File: src/rtl/i2c_pkg.sv
// Shared I2C definitions: target FSM states, ACK/NACK bit levels and the
// default target bus address.
package i2c_pkg;

  typedef enum logic [3:0] {
    S_IDLE     = 4'd0,
    S_DEV_ADDR = 4'd1,
    S_ACK_DEV  = 4'd2,
    S_MEM_ADDR = 4'd3,
    S_ACK_MEM  = 4'd4,
    S_WR_DATA  = 4'd5,
    S_ACK_WR   = 4'd6,
    S_RD_DATA  = 4'd7,
    S_MACK     = 4'd8
  } i2c_slave_state_t;

  localparam logic I2C_ACK  = 1'b0;
  localparam logic I2C_NACK = 1'b1;

  localparam logic [6:0] I2C_DEFAULT_DEV_ADDR = 7'h50;

endpackage

File: src/rtl/i2c_mem_slave_if.sv
// Open-drain I2C bus seen by one target.
// Semantics: sda is the resolved line level (wired-AND of every device);
// sda_oe=1 means this target pulls SDA low, 0 means released. SCL is never driven by the target.
interface i2c_mem_slave_if;
  logic scl;
  logic sda;
  logic sda_oe;

  modport slave  (input scl, input sda, output sda_oe);
  modport master (output scl, output sda, input sda_oe);
endinterface

File: src/rtl/i2c_bus_sync.sv
// SCL/SDA synchronisers plus one history flop each, giving clean edge strobes
// and START/STOP detection in the clk domain.
module i2c_bus_sync #(
  parameter int SYNC_STAGES = 2
) (
  input  logic clk,
  input  logic rst,
  input  logic scl_i,
  input  logic sda_i,
  output logic scl_rise_o,
  output logic scl_fall_o,
  output logic start_det_o,
  output logic stop_det_o,
  output logic sda_s_o
);

  logic [SYNC_STAGES-1:0] scl_sync_q;
  logic [SYNC_STAGES-1:0] sda_sync_q;
  logic                   scl_h_q;
  logic                   sda_h_q;
  logic                   scl_s;
  logic                   sda_s;

  // Idle bus level is high on both lines, so reset everything to 1.
  always_ff @(posedge clk or negedge rst) begin
    if (!rst) begin
      scl_sync_q <= '1;
      sda_sync_q <= '1;
      scl_h_q    <= 1'b1;
      sda_h_q    <= 1'b1;
    end else begin
      scl_sync_q <= {scl_sync_q[SYNC_STAGES-2:0], scl_i};
      sda_sync_q <= {sda_sync_q[SYNC_STAGES-2:0], sda_i};
      scl_h_q    <= scl_s;
      sda_h_q    <= sda_s;
    end
  end

  assign scl_s       = scl_sync_q[SYNC_STAGES-1];
  assign sda_s       = sda_sync_q[SYNC_STAGES-1];
  assign scl_rise_o  = scl_s & ~scl_h_q;
  assign scl_fall_o  = ~scl_s & scl_h_q;
  assign start_det_o = scl_s & scl_h_q & sda_h_q & ~sda_s;
  assign stop_det_o  = scl_s & scl_h_q & ~sda_h_q & sda_s;
  assign sda_s_o     = sda_s;

endmodule

File: src/rtl/i2c_mem_slave.sv
// I2C target with a byte memory: pointer write, burst write with auto-increment,
// and streaming read until the master NACKs.
module i2c_mem_slave
  import i2c_pkg::*;
#(
  parameter logic [6:0] DEV_ADDR    = I2C_DEFAULT_DEV_ADDR,
  parameter int         MEM_DEPTH   = 128,
  parameter int         SYNC_STAGES = 2
) (
  input  logic                           clk,
  input  logic                           rst,
  i2c_mem_slave_if.slave                 bus,
  output logic                           busy,
  output logic                           wr_pulse,
  output logic                           rd_pulse,
  output logic [$clog2(MEM_DEPTH)-1:0]   mem_ptr,
  output logic                           addr_hit,
  output i2c_slave_state_t               state_o
);

  localparam int PTR_W = $clog2(MEM_DEPTH);
  localparam logic [PTR_W-1:0] PTR_ONE = 1;

  logic scl_rise, scl_fall, start_det, stop_det, sda_s;

  i2c_bus_sync #(.SYNC_STAGES(SYNC_STAGES)) u_sync (
    .clk        (clk),
    .rst        (rst),
    .scl_i      (bus.scl),
    .sda_i      (bus.sda),
    .scl_rise_o (scl_rise),
    .scl_fall_o (scl_fall),
    .start_det_o(start_det),
    .stop_det_o (stop_det),
    .sda_s_o    (sda_s)
  );

  i2c_slave_state_t state_q, state_d;
  logic [2:0]       cnt_q, cnt_d;
  logic [7:0]       sr_q, sr_d;
  logic             rw_q, rw_d;
  logic [PTR_W-1:0] ptr_q, ptr_d;
  logic             oe_q, oe_d;
  // ACK states: SDA already pulled low. RD_DATA: 8th rise seen. MACK: master ACKed.
  logic             phase_q, phase_d;
  logic [7:0]       rx_byte;
  logic             wr_en;
  logic [7:0]       mem_q [MEM_DEPTH];
  logic [7:0]       rd_buf_q;

  always_ff @(posedge clk or negedge rst) begin
    if (!rst) begin
      state_q <= S_IDLE;
      cnt_q   <= '0;
      sr_q    <= '0;
      rw_q    <= 1'b0;
      ptr_q   <= '0;
      oe_q    <= 1'b0;
      phase_q <= 1'b0;
    end else begin
      state_q <= state_d;
      cnt_q   <= cnt_d;
      sr_q    <= sr_d;
      rw_q    <= rw_d;
      ptr_q   <= ptr_d;
      oe_q    <= oe_d;
      phase_q <= phase_d;
    end
  end

  // Memory and read buffer carry no reset; rd_buf tracks the pointer every clk.
  always_ff @(posedge clk) begin
    if (wr_en) mem_q[ptr_q] <= rx_byte;
    rd_buf_q <= mem_q[ptr_q];
  end

  always_comb begin
    state_d  = state_q;
    cnt_d    = cnt_q;
    sr_d     = sr_q;
    rw_d     = rw_q;
    ptr_d    = ptr_q;
    oe_d     = oe_q;
    phase_d  = phase_q;
    wr_en    = 1'b0;
    rd_pulse = 1'b0;
    addr_hit = 1'b0;
    rx_byte  = {sr_q[6:0], sda_s};

    if (stop_det) begin
      state_d = S_IDLE;
      oe_d    = 1'b0;
      phase_d = 1'b0;
    end else if (start_det) begin
      state_d = S_DEV_ADDR;
      cnt_d   = '0;
      oe_d    = 1'b0;
      phase_d = 1'b0;
    end else begin
      case (state_q)
        S_DEV_ADDR, S_MEM_ADDR, S_WR_DATA: begin
          if (scl_rise) begin
            sr_d    = rx_byte;
            cnt_d   = cnt_q + 3'd1;
            phase_d = 1'b0;
            if (cnt_q == 3'd7) begin
              if (state_q == S_DEV_ADDR) begin
                if (rx_byte[7:1] == DEV_ADDR) begin
                  addr_hit = 1'b1;
                  rw_d     = rx_byte[0];
                  state_d  = S_ACK_DEV;
                end else begin
                  state_d = S_IDLE;
                end
              end else if (state_q == S_MEM_ADDR) begin
                ptr_d   = rx_byte[PTR_W-1:0];
                state_d = S_ACK_MEM;
              end else begin
                wr_en   = 1'b1;
                ptr_d   = ptr_q + PTR_ONE;
                state_d = S_ACK_WR;
              end
            end
          end
        end
        S_ACK_DEV, S_ACK_MEM, S_ACK_WR: begin
          if (scl_fall) begin
            if (!phase_q) begin
              oe_d    = 1'b1;
              phase_d = 1'b1;
            end else begin
              phase_d = 1'b0;
              cnt_d   = '0;
              oe_d    = 1'b0;
              if (state_q == S_ACK_DEV && rw_q) begin
                state_d  = S_RD_DATA;
                sr_d     = rd_buf_q;
                rd_pulse = 1'b1;
                oe_d     = ~rd_buf_q[7];
              end else if (state_q == S_ACK_DEV) begin
                state_d = S_MEM_ADDR;
              end else begin
                state_d = S_WR_DATA;
              end
            end
          end
        end
        S_RD_DATA: begin
          if (scl_rise) begin
            cnt_d = cnt_q + 3'd1;
            if (cnt_q == 3'd7) phase_d = 1'b1;
          end else if (scl_fall) begin
            if (phase_q) begin
              phase_d = 1'b0;
              oe_d    = 1'b0;
              ptr_d   = ptr_q + PTR_ONE;
              state_d = S_MACK;
            end else begin
              sr_d = {sr_q[6:0], 1'b0};
              oe_d = ~sr_q[6];
            end
          end
        end
        S_MACK: begin
          if (scl_rise) begin
            if (sda_s == I2C_ACK) phase_d = 1'b1;
            else                  state_d = S_IDLE;
          end else if (scl_fall && phase_q) begin
            phase_d  = 1'b0;
            cnt_d    = '0;
            sr_d     = rd_buf_q;
            rd_pulse = 1'b1;
            oe_d     = ~rd_buf_q[7];
            state_d  = S_RD_DATA;
          end
        end
        default: ;
      endcase
    end
  end

  assign bus.sda_oe = oe_q;
  assign busy       = (state_q != S_IDLE);
  assign wr_pulse   = wr_en;
  assign mem_ptr    = ptr_q;
  assign state_o    = state_q;

endmodule

File: src/flat_wrapper.sv
// flat-port wrapper written by rule: the top's interface ports become plain ports
module i2c_mem_slave_flat import i2c_pkg::*;
#(
  parameter logic [6:0] DEV_ADDR    = I2C_DEFAULT_DEV_ADDR,
  parameter int         MEM_DEPTH   = 128,
  parameter int         SYNC_STAGES = 2
)
  (clk, rst, busy, wr_pulse, rd_pulse, mem_ptr, addr_hit, state_o, bus_scl, bus_sda, bus_sda_oe);
  i2c_mem_slave_if bus_i ();
  input  logic clk;
  input  logic rst;
  output logic busy;
  output logic wr_pulse;
  output logic rd_pulse;
  output logic [$clog2(MEM_DEPTH)-1:0] mem_ptr;
  output logic addr_hit;
  output i2c_slave_state_t state_o;
  input wire logic [$bits(bus_i.scl)-1:0] bus_scl;
  input wire logic [$bits(bus_i.sda)-1:0] bus_sda;
  output wire logic [$bits(bus_i.sda_oe)-1:0] bus_sda_oe;
  assign bus_i.scl = bus_scl;
  assign bus_i.sda = bus_sda;
  assign bus_sda_oe = bus_i.sda_oe;
  i2c_mem_slave #(.DEV_ADDR(DEV_ADDR), .MEM_DEPTH(MEM_DEPTH), .SYNC_STAGES(SYNC_STAGES)) u_core (.clk(clk), .rst(rst), .bus(bus_i), .busy(busy), .wr_pulse(wr_pulse), .rd_pulse(rd_pulse), .mem_ptr(mem_ptr), .addr_hit(addr_hit), .state_o(state_o));
endmodule
File: config.mk
export PLATFORM = sky130hd
export DESIGN_NAME = i2c_mem_slave_flat
export DESIGN_NICKNAME = d
export VERILOG_FILES = /design/src/rtl/i2c_pkg.sv /design/src/rtl/i2c_mem_slave_if.sv /design/src/rtl/i2c_bus_sync.sv /design/src/rtl/i2c_mem_slave.sv /design/src/flat_wrapper.sv
export SDC_FILE = /design/constraint.sdc
export NUM_CORES = 1
export LEC_CHECK = 0
export ABC_AREA = 1
export CELL_PAD_IN_SITES_DETAIL_PLACEMENT = 1
export CELL_PAD_IN_SITES_GLOBAL_PLACEMENT = 2
export CORE_ASPECT_RATIO = 1.75
export CORE_MARGIN = 2
export CORE_UTILIZATION = 39
export CTS_BUF_LIST = sky130_fd_sc_hd__clkbuf_8
export DETAILED_ROUTE_END_ITERATION = 16
export GPL_TIMING_DRIVEN = 0
export PLACE_DENSITY = 0.89
export SYNTH_ARGS = -nofsm -noshare
export SYNTH_HDL_FRONTEND = slang
export SYNTH_SLANG_ARGS = --single-unit
File: constraint.sdc
create_clock -name clk -period 3 [get_ports clk]
set_input_delay 0.6 -clock clk [delete_from_list [all_inputs] [get_ports clk]]
set_output_delay 0.6 -clock clk [all_outputs]
set_load 0.02 [all_outputs]
### After elaboration in Yosys (flattened, before gate mapping)

Memories as Yosys holds them, arrays and structs flattened. A register that Yosys moved wholly into a read port is not among the register bits.
Cells that the tools add are included.
W data, S select, Z words.

| cells by class | value |
|---|---|
| shift operators | 0 |
| $mul | 0 |
| bitwise operators | 15 |
| order comparisons | 0 |
| multiplexer cells | 90 |
| eq/ne operators | 41 |
| add/subtract/negate cells | 2 |
| divide/modulo/power cells | 0 |
| reduce and logical (&&, ||, !) cells | 18 |

Operator list:

| kind | number |
|---|---|
| $mux W7 | 16 |
| $mux W4 | 14 |
| $mux W1 | 44 |
| $ne A4 B1 Y1 const B | 7 |
| $pmux W7 S4 | 1 |
| $mux W3 | 7 |
| $reduce_and A7 Y1 | 3 |
| $eq A4 B3 Y1 const B | 4 |
| $ne A2 B1 Y1 const B | 8 |
| $pmux W4 S4 | 1 |
| $ne A5 B5 Y1 const B | 3 |
| $pmux W7 S2 | 1 |
| $ne A3 B1 Y1 const B | 4 |
| $reduce_and A12 Y1 | 1 |
| $reduce_bool A4 Y1 | 3 |
| $ne A5 B1 Y1 const B | 2 |
| $reduce_and A10 Y1 | 1 |
| $pmux W3 S3 | 1 |
| $reduce_and A9 Y1 | 1 |
| $eq A4 B2 Y1 const B | 2 |
| $ne A2 B2 Y1 const B | 4 |
| $ne A4 B4 Y1 const B | 2 |
| $not A1 Y1 | 8 |
| $add A7 B1 Y7 const B | 1 |
| 18 further kinds | 27 |

| word-level totals | value |
|---|---|
| input bits | 4 |
| bits in read-only memories | 0 |
| output and inout bits | 16 |
| memory bits (writable) | 1024 |
| latch bits | 0 |
| flip-flop bits (word level) | 30 |
| memories kept | 1 |
| word-level logic and storage cells | 178 |

Memories:

| memory | depth | bits a word | read ports | clocked after Yosys merged registers in | wr ports | RTL line | RTL |
|---|---|---|---|---|---|---|---|
| u_core.mem_q | 128 | 8 | 1 | 1 | 1 | i2c_mem_slave.sv:48 | `logic [7:0] mem_q [MEM_DEPTH];` |

### Depth between registers and ports, before layout

Gate-level depths: netlist of the first run.

| depth | value |
|---|---|
| depth after elaboration | 10 |
| gate-level depth with buffers | 16 |

### By module

A second synthesis of the first run with hierarchy kept.

| unflattened totals | value |
|---|---|
| cell total of the unflattened synthesis | 4574 |
| area total of the unflattened synthesis | 46427.0 µm² |

By module, submodules not included:

| module | times used | cells an instance | area each (µm²) |
|---|---|---|---|
| i2c_mem_slave | 1 | 4557 | 46228.1 |
| i2c_bus_sync | 1 | 17 | 198.9 |

### Least setup slack after synthesis of the first run

No wires, ideal clock.

| timing | value |
|---|---|
| path type | flip-flop to output port |
| start | register u_core.sr_q[1] |
| end | output port addr_hit |
| arrival | 2475 ps |
| path slack | -75 ps |
| stages on the path, launching flop included | 6 |
| required time | 2400 ps |
| cell sequence | dfrtp_1 -> inv_1 -> nand4_1 -> nor2_1 -> nand4_1 -> inv_1 |

| on the way | value |
|---|---|
| cells in the longest elaborated chain, start to end | 8 |

RTL lines:

| element | RTL line | RTL |
|---|---|---|
| start: declaration | i2c_mem_slave.sv:40 | `logic [7:0] sr_q, sr_d;` |
| start signal: assignment | i2c_mem_slave.sv:63 | `sr_q <= sr_d;` |
| $eq A7 B7 Y1 | i2c_mem_slave.sv:108 | `if (rx_byte[7:1] == DEV_ADDR) begin` |
| $mux W1 | i2c_mem_slave.sv:108 |  |
| $mux W1 | i2c_mem_slave.sv:107 | `if (state_q == S_DEV_ADDR) begin` |
| $mux W1 | i2c_mem_slave.sv:106 | `if (cnt_q == 3'd7) begin` |
| $mux W1 | i2c_mem_slave.sv:102 | `if (scl_rise) begin` |
| $mux W1 | i2c_mem_slave.sv:100 | `case (state_q)` |
| $mux W1 | i2c_mem_slave.sv:94 | `end else if (start_det) begin` |
| $mux W1 | i2c_mem_slave.sv:90 | `if (stop_det) begin` |
| end: declaration | flat_wrapper.sv:16 | `output logic addr_hit;` |

Every way passes these cells.

### Worst setup path after layout of the first run

| timing | value |
|---|---|
| start | register u_core.u_sync.sda_sync_q[1] |
| end | output port addr_hit |

| on the way | value |
|---|---|
| cells in the longest elaborated chain, start to end | 4 |
| elaborated cells on any way between the ends | 5 |
| classes of those cells | 2 x mux; 3 x bitwise |

RTL lines:

| element | RTL line | RTL |
|---|---|---|
| start: declaration | i2c_bus_sync.sv:18 | `logic [SYNC_STAGES-1:0] sda_sync_q;` |
| start signal: assignment | i2c_bus_sync.sv:33 | `sda_sync_q <= {sda_sync_q[SYNC_STAGES-2:0], sda_i};` |
| $not A1 Y1 | -- |  |
| $and A1 B1 Y1 | i2c_bus_sync.sv:43 | `assign start_det_o = scl_s & scl_h_q & sda_h_q & ~sda_s;` |
| $mux W1 | i2c_mem_slave.sv:94 |  |
| $mux W1 (*) | i2c_mem_slave.sv:90 |  |

Mark *: on every way between the ends. The rest lies on a longest branch, timed or not.

==> results by group, run 1 <==
Floorplanning
  – Die Y: 455 um
  – IO Pins: 20
  – Die area: 119000 um2
  – Site Rows: between 150 and 200
  – Core ar.: about 120000 um2
  – Chip width: 262 um
  – Starting density of the core: between 30% and 40%

Pwr
  – LEAKAGE: 21.8 nW
  – VDD IR max: 0.602 mV
  – Pwr Total: roughly 0.052 W
  – Flop pwr share: around 36%
  – Total power per unit cell area: approximately 980 nW/um2
  – Combinational power share: about two fifths
  – Net Sw Power: approximately 0.023 W
  – P_int: a little under 0.03 W
  – Clock share of power: a little over a fifth
  – Sw Share: a little over two fifths

Place
  – Post-DP HPWL: between 100 and 150 mm
  – GPL Wtd Cong: approximately 0.93
  – I/O Buffers: 19

Clock network
  – TritonCTS Sinks: between 1000 and 1500
  – Root Driver: clkbuf_8
  – H-tree levels: 4
  – CTS Buf Count: 152
  – Worst skew pair latency: 880 ps
  – CTS Buffer Depth: 3
  – CTS tree: done
  – Reg clk slew, reported paths: 60 ps

Timing
  – RSZ-0062 raised after global routing: yes
  – Slew Viols, Final: 0
  – Share of the clock period used by the worst path after layout: 101%
  – Final setup fails: 15
  – Worst-margin pin slew: about 1200 ps
  – Worst Skew: between 30 and 40 ps
  – Crit path time final: around 3000 ps
  – Final Hold Viols: 0
  – Setup slack after layout: -30.3 ps
  – Fmax: around 330 MHz
  – Setup TNS: -145 ps
  – Slew margin rel.: about a fifth

Setup path
  – Worst R2R Path Depth: 18
  – Worst setup EP type: output pin
  – CP peak stage delay: just under 700 ps
  – Crit path buf inv count: 4
  – CP startpoint kind: flip-flop
  – Critical Path RT: 2400 ps
  – Reg-to-reg slack, setup: -20 ps
  – Critical path class: flip-flop to output pin
  – Crit path top cell by count: nand2_4
  – Crit. path cell count: 8
  – Worst path cell trace: clkinvlp_4 > nor2_4 > nand2_4 > nand2_4 > inv_4 > nand4_1 > inv_1 > buf_6
  – Slowest stage cell on the critical path: dfstp_4
  – CP top delay family: flip-flops
  – Data arrival, critical path: roughly 2400 ps
  – Worst-path fanout max: 3

Logic synthesis
  – Syn_area_per_cell: around 9.8 um2
  – Netlist cell types: 26
  – Net Count, Synth: approximately 4600
  – Yosys warnings: 0
  – Sequential area share after synthesis: a little over two thirds
  – Synth Register Bits: approximately 1100
  – Mapped Area: about 45000 um2
  – Cells after Synth: ~4600
  – Synth top area cells: edfxtp_1 (68%), nand2_1 (23%), nor2_1 (2.2%), dfrtp_1 (1.3%), clkbuf_1 (1.2%)
  – Synth top area share: 67.7%
  – Synth area leader: edfxtp_1

Hold path
  – Min-Delay Path Depth: 1
  – Tightest Hold Check Type: input port to flip-flop

Outcome
  – Failing checks: negative setup slack
  – Status: complete, but fails checks

Global route
  – Tot GR Track Use: about 28%
  – Global route total overflow: 0
  – Pin count of the biggest net entering global routing: ~70
  – First-pass GRT wire length: ~230 mm
  – Antenna violations before repair: 7
  – Vias in the first global route: 35500

Final layout
  – P&R area growth vs syn: 16.5%
  – Commonest cells after routing, fill and taps aside: nand2_1 (2820), edfxtp_1 (1024), clkbuf_8 (156)
  – Share of layout cells above drive strength 1: ~12%
  – Most common cell after layout, fill and taps aside: nand2_1
  – Nets@finish: between 4000 and 5000

Drt
  – 1st-pass router iterations: 7
  – Final wirelength: between 150 and 200 mm
  – 1st-iter DRT viols: about 2500
  – Drt wl/cell: about 26 um
  – DRC Markers: 0
  – Via count: between 30000 and 40000
  – Vias per cell: approximately 5.2
  – Routed Antenna Nets: 0

Flow run
  – Max_cap viols: 0
-- Yosys cell counts --
cell       number
a22oi_1         1
ha_1            3
inv_2           2
dfxtp_1         8
nor3_1          4
nand2_1      2830
a211oi_4        1
dfrtp_1        24
edfxtp_1     1024
o22ai_1         2
nor2_1        268
or2_2          13
clkbuf_1      142
o21ai_0        46
xor2_1          1
nor4_4          1
inv_1          93
o2111ai_1       1
dfstp_2         6
buf_1          26
buf_2          50
nand4_1         5
nand3_1        50
a21oi_1        23
clkinv_1        2
o211ai_1        3
-- registers in the layout, summed over array words and instances, names as in the netlist --
register,cells
u_core.u_sync.sda_sync_q,2
u_core.rw_q,1
u_core.state_o,4
u_core.mem_ptr,7
u_core.u_sync.sda_h_q,1
u_core.phase_q,1
u_core.sr_q,7
u_core.mem_q,1024
u_core.cnt_q,3
u_core.bus.sda_oe,1
u_core.rd_buf_q,8
u_core.u_sync.scl_sync_q,2
u_core.u_sync.scl_h_q,1
-- stage by stage --
stage	instance area (um2)	cells	hold WS (ps)	worst slack, ps	utilization [%]
6_report	52900	6524	152	-30.3	45.7
2_1_floorplan	45400	4629	304	15.6	-
4_1_cts	52300	6487	74.1	-223	45.3
3_5_place_dp	47800	6162	355	-2140	41.4
3_3_place_gp	47500	6151	351	-3230	41.1
5_1_grt	52900	6521	107	-136	45.7
-- repair_timing --
action	in CTS	in global routing
endpoints found under the setup margin	1056	408
setup buffers	48	30
pin swaps	9	13
gates cloned	3	5
hold buffers	1	0
resized for setup	311	161
hold endpoints to repair	24	0
-- logic make-up (layout without fill, tap and decap cells) --
family,after synthesis,in the layout,share of synthesized area (%)
and+or+nand+nor,3171,3171,26.5
DFF,1062,1062,69.7
buffers and inverters,315,703,2.74
AOI/OAI and AO/OA,77,77,0.918
adders and majority gates,3,3,0.0827
xor gates and xnor gates,1,1,0.0193
other,0,4,0
-- final timing paths --
kind	from	end
max in group asynchronous	rst	u_core.sr_q[3]
worst min-delay path	bus_sda	u_core.u_sync.sda_sync_q[0]
min in group asynchronous	rst	u_core.phase_q
worst max register to register	u_core.u_sync.sda_sync_q[1]	u_core.cnt_q[0]
worst min register to register	u_core.u_sync.sda_sync_q[0]	u_core.u_sync.sda_sync_q[1]
worst max-delay path	u_core.u_sync.sda_sync_q[1]	addr_hit
-- final cells by class --
cell class                      instances  area [um2]
Antenna cell                            4        10.0
Inverter                               97         383
Fill cell                           13000       62700
Multi-Input combinational cell       3252       13400
Timing Repair Buffer                  115        1480
Buffer                                218        1090
Tap cell                             1503        1880
Clock buffer                          156        2150
Clock inverter                        117         752
Sequential cell                      1062       31700
-- routing by layer --
metal | vias up | share of wire, % | track usage [%]
li1 | 15500 | - | -
met1 | 16600 | 33 | 26.8
met2 | 1130 | 52 | 50.9
met3 | 539 | 5.3 | 5.70
met4 | 4 | 9.3 | 21.6
met5 | - | 0.014 | 0
-- power by group through the flow --
stage	registers [W]	clock network (W)	logic, W
after floorplan	0.0197	0	0.00950
after global placement	0.0210	0	0.0164
after detailed placement	0.0197	0	0.0186
after CTS	0.0188	0.0115	0.0203
after global routing	0.0187	0.0120	0.0231
final	0.0187	0.0113	0.0216
(Power assumes the default switching activity.)
==> inputs of run 2 (changes only) <==
TNS_END_PERCENT = 10   (was default)
==> results by group, run 2 (synthesis results as in run 1) <==
Outcome
  – Status: complete, but fails checks
  – Failing checks: negative setup slack

Hold path
  – Hold Path End: u_core.u_sync.sda_sync_q[0]
  – HP Start: bus_sda
  – Tightest Hold Check Type: input port to flip-flop
  – Min-Delay Path Depth: 1 (unchanged)

Place
  – Post-DP HPWL: 111 mm (unchanged)
  – GPL Wtd Cong: 0.930 (unchanged)
  – I/O Buffers: 19 (unchanged)
  – DP Area: 47800 um2 (unchanged)

Timing
  – RSZ-0062 raised after global routing: yes
  – Slew Viols, Final: 0 (unchanged)
  – Worst Skew: 33.8 ps (-3.49 ps)
  – Setup slack after layout: -60.3 ps (-30.0 ps)
  – Share of the clock period used by the worst path after layout: 102% (+1.0 points)
  – Hold slack: 149 ps (-2.70 ps)
  – Final Hold Viols: 0 (unchanged)
  – Fmax: 327 MHz (-0.98%)
  – Final setup fails: 18 (+3)
  – Crit path time final: 3060 ps (+30.0 ps)
  – Setup TNS: -233 ps (-87.2 ps)
  – Worst-margin pin slew: 1020 ps (-192 ps)
  – Slew margin rel.: 31.7% (+13 points)

Floorplanning
  – Die Y: 455 um (unchanged)
  – Core ar.: 116000 um2 (unchanged)
  – Site Rows: 165 (unchanged)
  – Starting density of the core: 39.3% (unchanged)
  – Chip width: 262 um (unchanged)
  – IO Pins: 20 (unchanged)
  – Die area: 119000 um2 (unchanged)

Global route
  – Antenna violations before repair: 4 (-3)
  – Vias in the first global route: 35500 (-0.093%)
  – Tot GR Track Use: 27.7% (about the same)
  – First-pass GRT wire length: 235 mm (about the same)
  – Global route total overflow: 0 (unchanged)
  – Pin count of the biggest net entering global routing: 69 (unchanged)

Drt
  – DRC Markers: 0 (unchanged)
  – Drt wl/cell: 25.5 um (about the same)
  – 1st-pass router iterations: 5 (-2)
  – Vias per cell: 5.17 (-0.27%)
  – Routed Antenna Nets: 0 (unchanged)
  – Final wirelength: 166 mm (about the same)
  – Via count: 33700 (-0.43%)
  – 1st-iter DRT viols: 2456 (-3.3%)

Setup path
  – Worst-path fanout max: 10 (+7)
  – Crit. path cell count: 11 (+3)
  – RR Startpoint: u_core.mem_ptr[2]
  – Slowest stage cell on the critical path: clkbuf_1
  – Critical Path RT: 3820 ps (+1420 ps)
  – Reg-to-reg slack, setup: -60 ps (-40 ps)
  – CP top delay family: buffers and inverters
  – Critical R2R Capture: u_core.rd_buf_q[1]
  – Critical path class: flip-flop to flip-flop
  – Data arrival, critical path: 3880 ps (+1450 ps)
  – Crit path buf inv count: 3 (-1)
  – Worst path cell trace: clkbuf_4 > buf_2 > clkbuf_1 > nand2_1 > nand2_1 > nand2_1 > nand2_1 > nor2_1 > nor2_1 > nor2_1 > nand2_1
  – Worst setup EP type: flip-flop
  – Crit path top cell by count: nand2_1
  – Worst R2R Path Depth: 11 (-7)
  – CP startpoint kind: flip-flop
  – CP peak stage delay: 820 ps (+130 ps)

Final layout
  – Sequential cell area: 31700 um2 (about the same)
  – Commonest cells after routing, fill and taps aside: nand2_1 (2819), edfxtp_1 (1024), clkbuf_8 (156)
  – Final Util: 45.6% (-0.11 points)
  – Multi-input gate area: 13400 um2 (about the same)
  – Max reg flops: 1024 (unchanged)
  – Design area: 52800 um2 (-0.24%)
  – Biggest regs: u_core.mem_q x1024, u_core.rd_buf_q x8
  – Most common cell after layout, fill and taps aside: nand2_1
  – Most flops, register: u_core.mem_q
  – Nets@finish: 4895 (-0.20%)
  – Fillers: 13000 (+0.054%)
  – P&R area growth vs syn: 16.2%
  – Share of layout cells above drive strength 1: 12.0% (-0.27 points)

Flow run
  – Max_cap viols: 0 (unchanged)

Clock network
  – CTS Buffer Depth: 3 (unchanged)
  – Worst skew pair latency: 880 ps (about the same)
  – CTS Buf Count: 152 (unchanged)
  – CTS tree: done
  – Reg clk slew, reported paths: 60 ps (about the same)
  – H-tree levels: 4 (unchanged)
  – Root Driver: clkbuf_8
  – TritonCTS Sinks: 1062 (unchanged)

Pwr
  – LEAKAGE: 21.7 nW (-0.31%)
  – VDD IR max: 0.600 mV (-0.24%)
  – Total power per unit cell area: 978 nW/um2 (about the same)
==> run 2: cell types whose count changed in the layout (fill, tap and decap cells not counted), moves of 2 or more <==
cell,change
clkbuf_1,+3
buf_12,-3
clkbuf_2,-2
o21ai_1,+3
o21ai_2,-2
buf_4,-7
==> run 2: layer usage <==
layer	vias up	track usage [%]	wire length, um
li1	15500	-	-
met1	16600	26.8	54600
met2	1125	50.8	86300
met3	519	5.59	9510
met4	0	22.0	15900
met5	-	0	0
==> run 2: how the worst max path moves through the flow <==
stage	slack [ps]	end	start
2_1_floorplan	20	addr_hit	u_core.sr_q[3]
3_3_place_gp	-3230	addr_hit	u_core.sr_q[3]
3_5_place_dp	-2140	u_core.mem_q[115][4]	u_core.mem_ptr[1]
4_1_cts	-220	u_core.rd_buf_q[6]	u_core.mem_ptr[0]
5_1_grt	-160	addr_hit	u_core.sr_q[0]
6_report	-60	u_core.rd_buf_q[1]	u_core.mem_ptr[2]
==> run 2: final cells by class <==
| class | instances | share of cell area [%] |
|---|---|---|
| antenna | 3 | 0.0142 |
| buffer | 218 | 2.07 |
| clock buffer | 156 | 4.07 |
| clock inverter | 117 | 1.43 |
| inverter | 97 | 0.726 |
| multi-input combinational | 3252 | 25.4 |
| sequential | 1062 | 60.1 |
| tap | 1503 | 3.56 |
| timing repair buffer | 105 | 2.60 |
==> run 2: power by group <==
group / leakage, nW / internal (W) / total [W] / switching [W]
Combinational: 10.5 / 0.00516 / 0.0215 / 0.0164
Clock: 1.62 / 0.00557 / 0.0114 / 0.00579
Sequential: 9.59 / 0.0183 / 0.0187 / 0.000447
==> run 2: stage by stage <==
stage	power [W]	setup WS (ps)	instances
6_report	0.0516	-60.3	6513
5_1_grt	0.0537	-161	6511
4_1_cts	0.0506	-218	6487
3_5_place_dp	0.0382	-2140	6162
3_3_place_gp	0.0375	-3230	6151
2_1_floorplan	0.0292	15.6	4629
==> run 2: what timing repair did <==
action	4_1_cts	5_1_grt
buffers inserted	48	21
cloned	3	4
gates resized for setup	306	158
hold buffers	1	0
pin swaps	9	11
setup endpoints to repair	1056	423
hold endpoints to repair	24	0
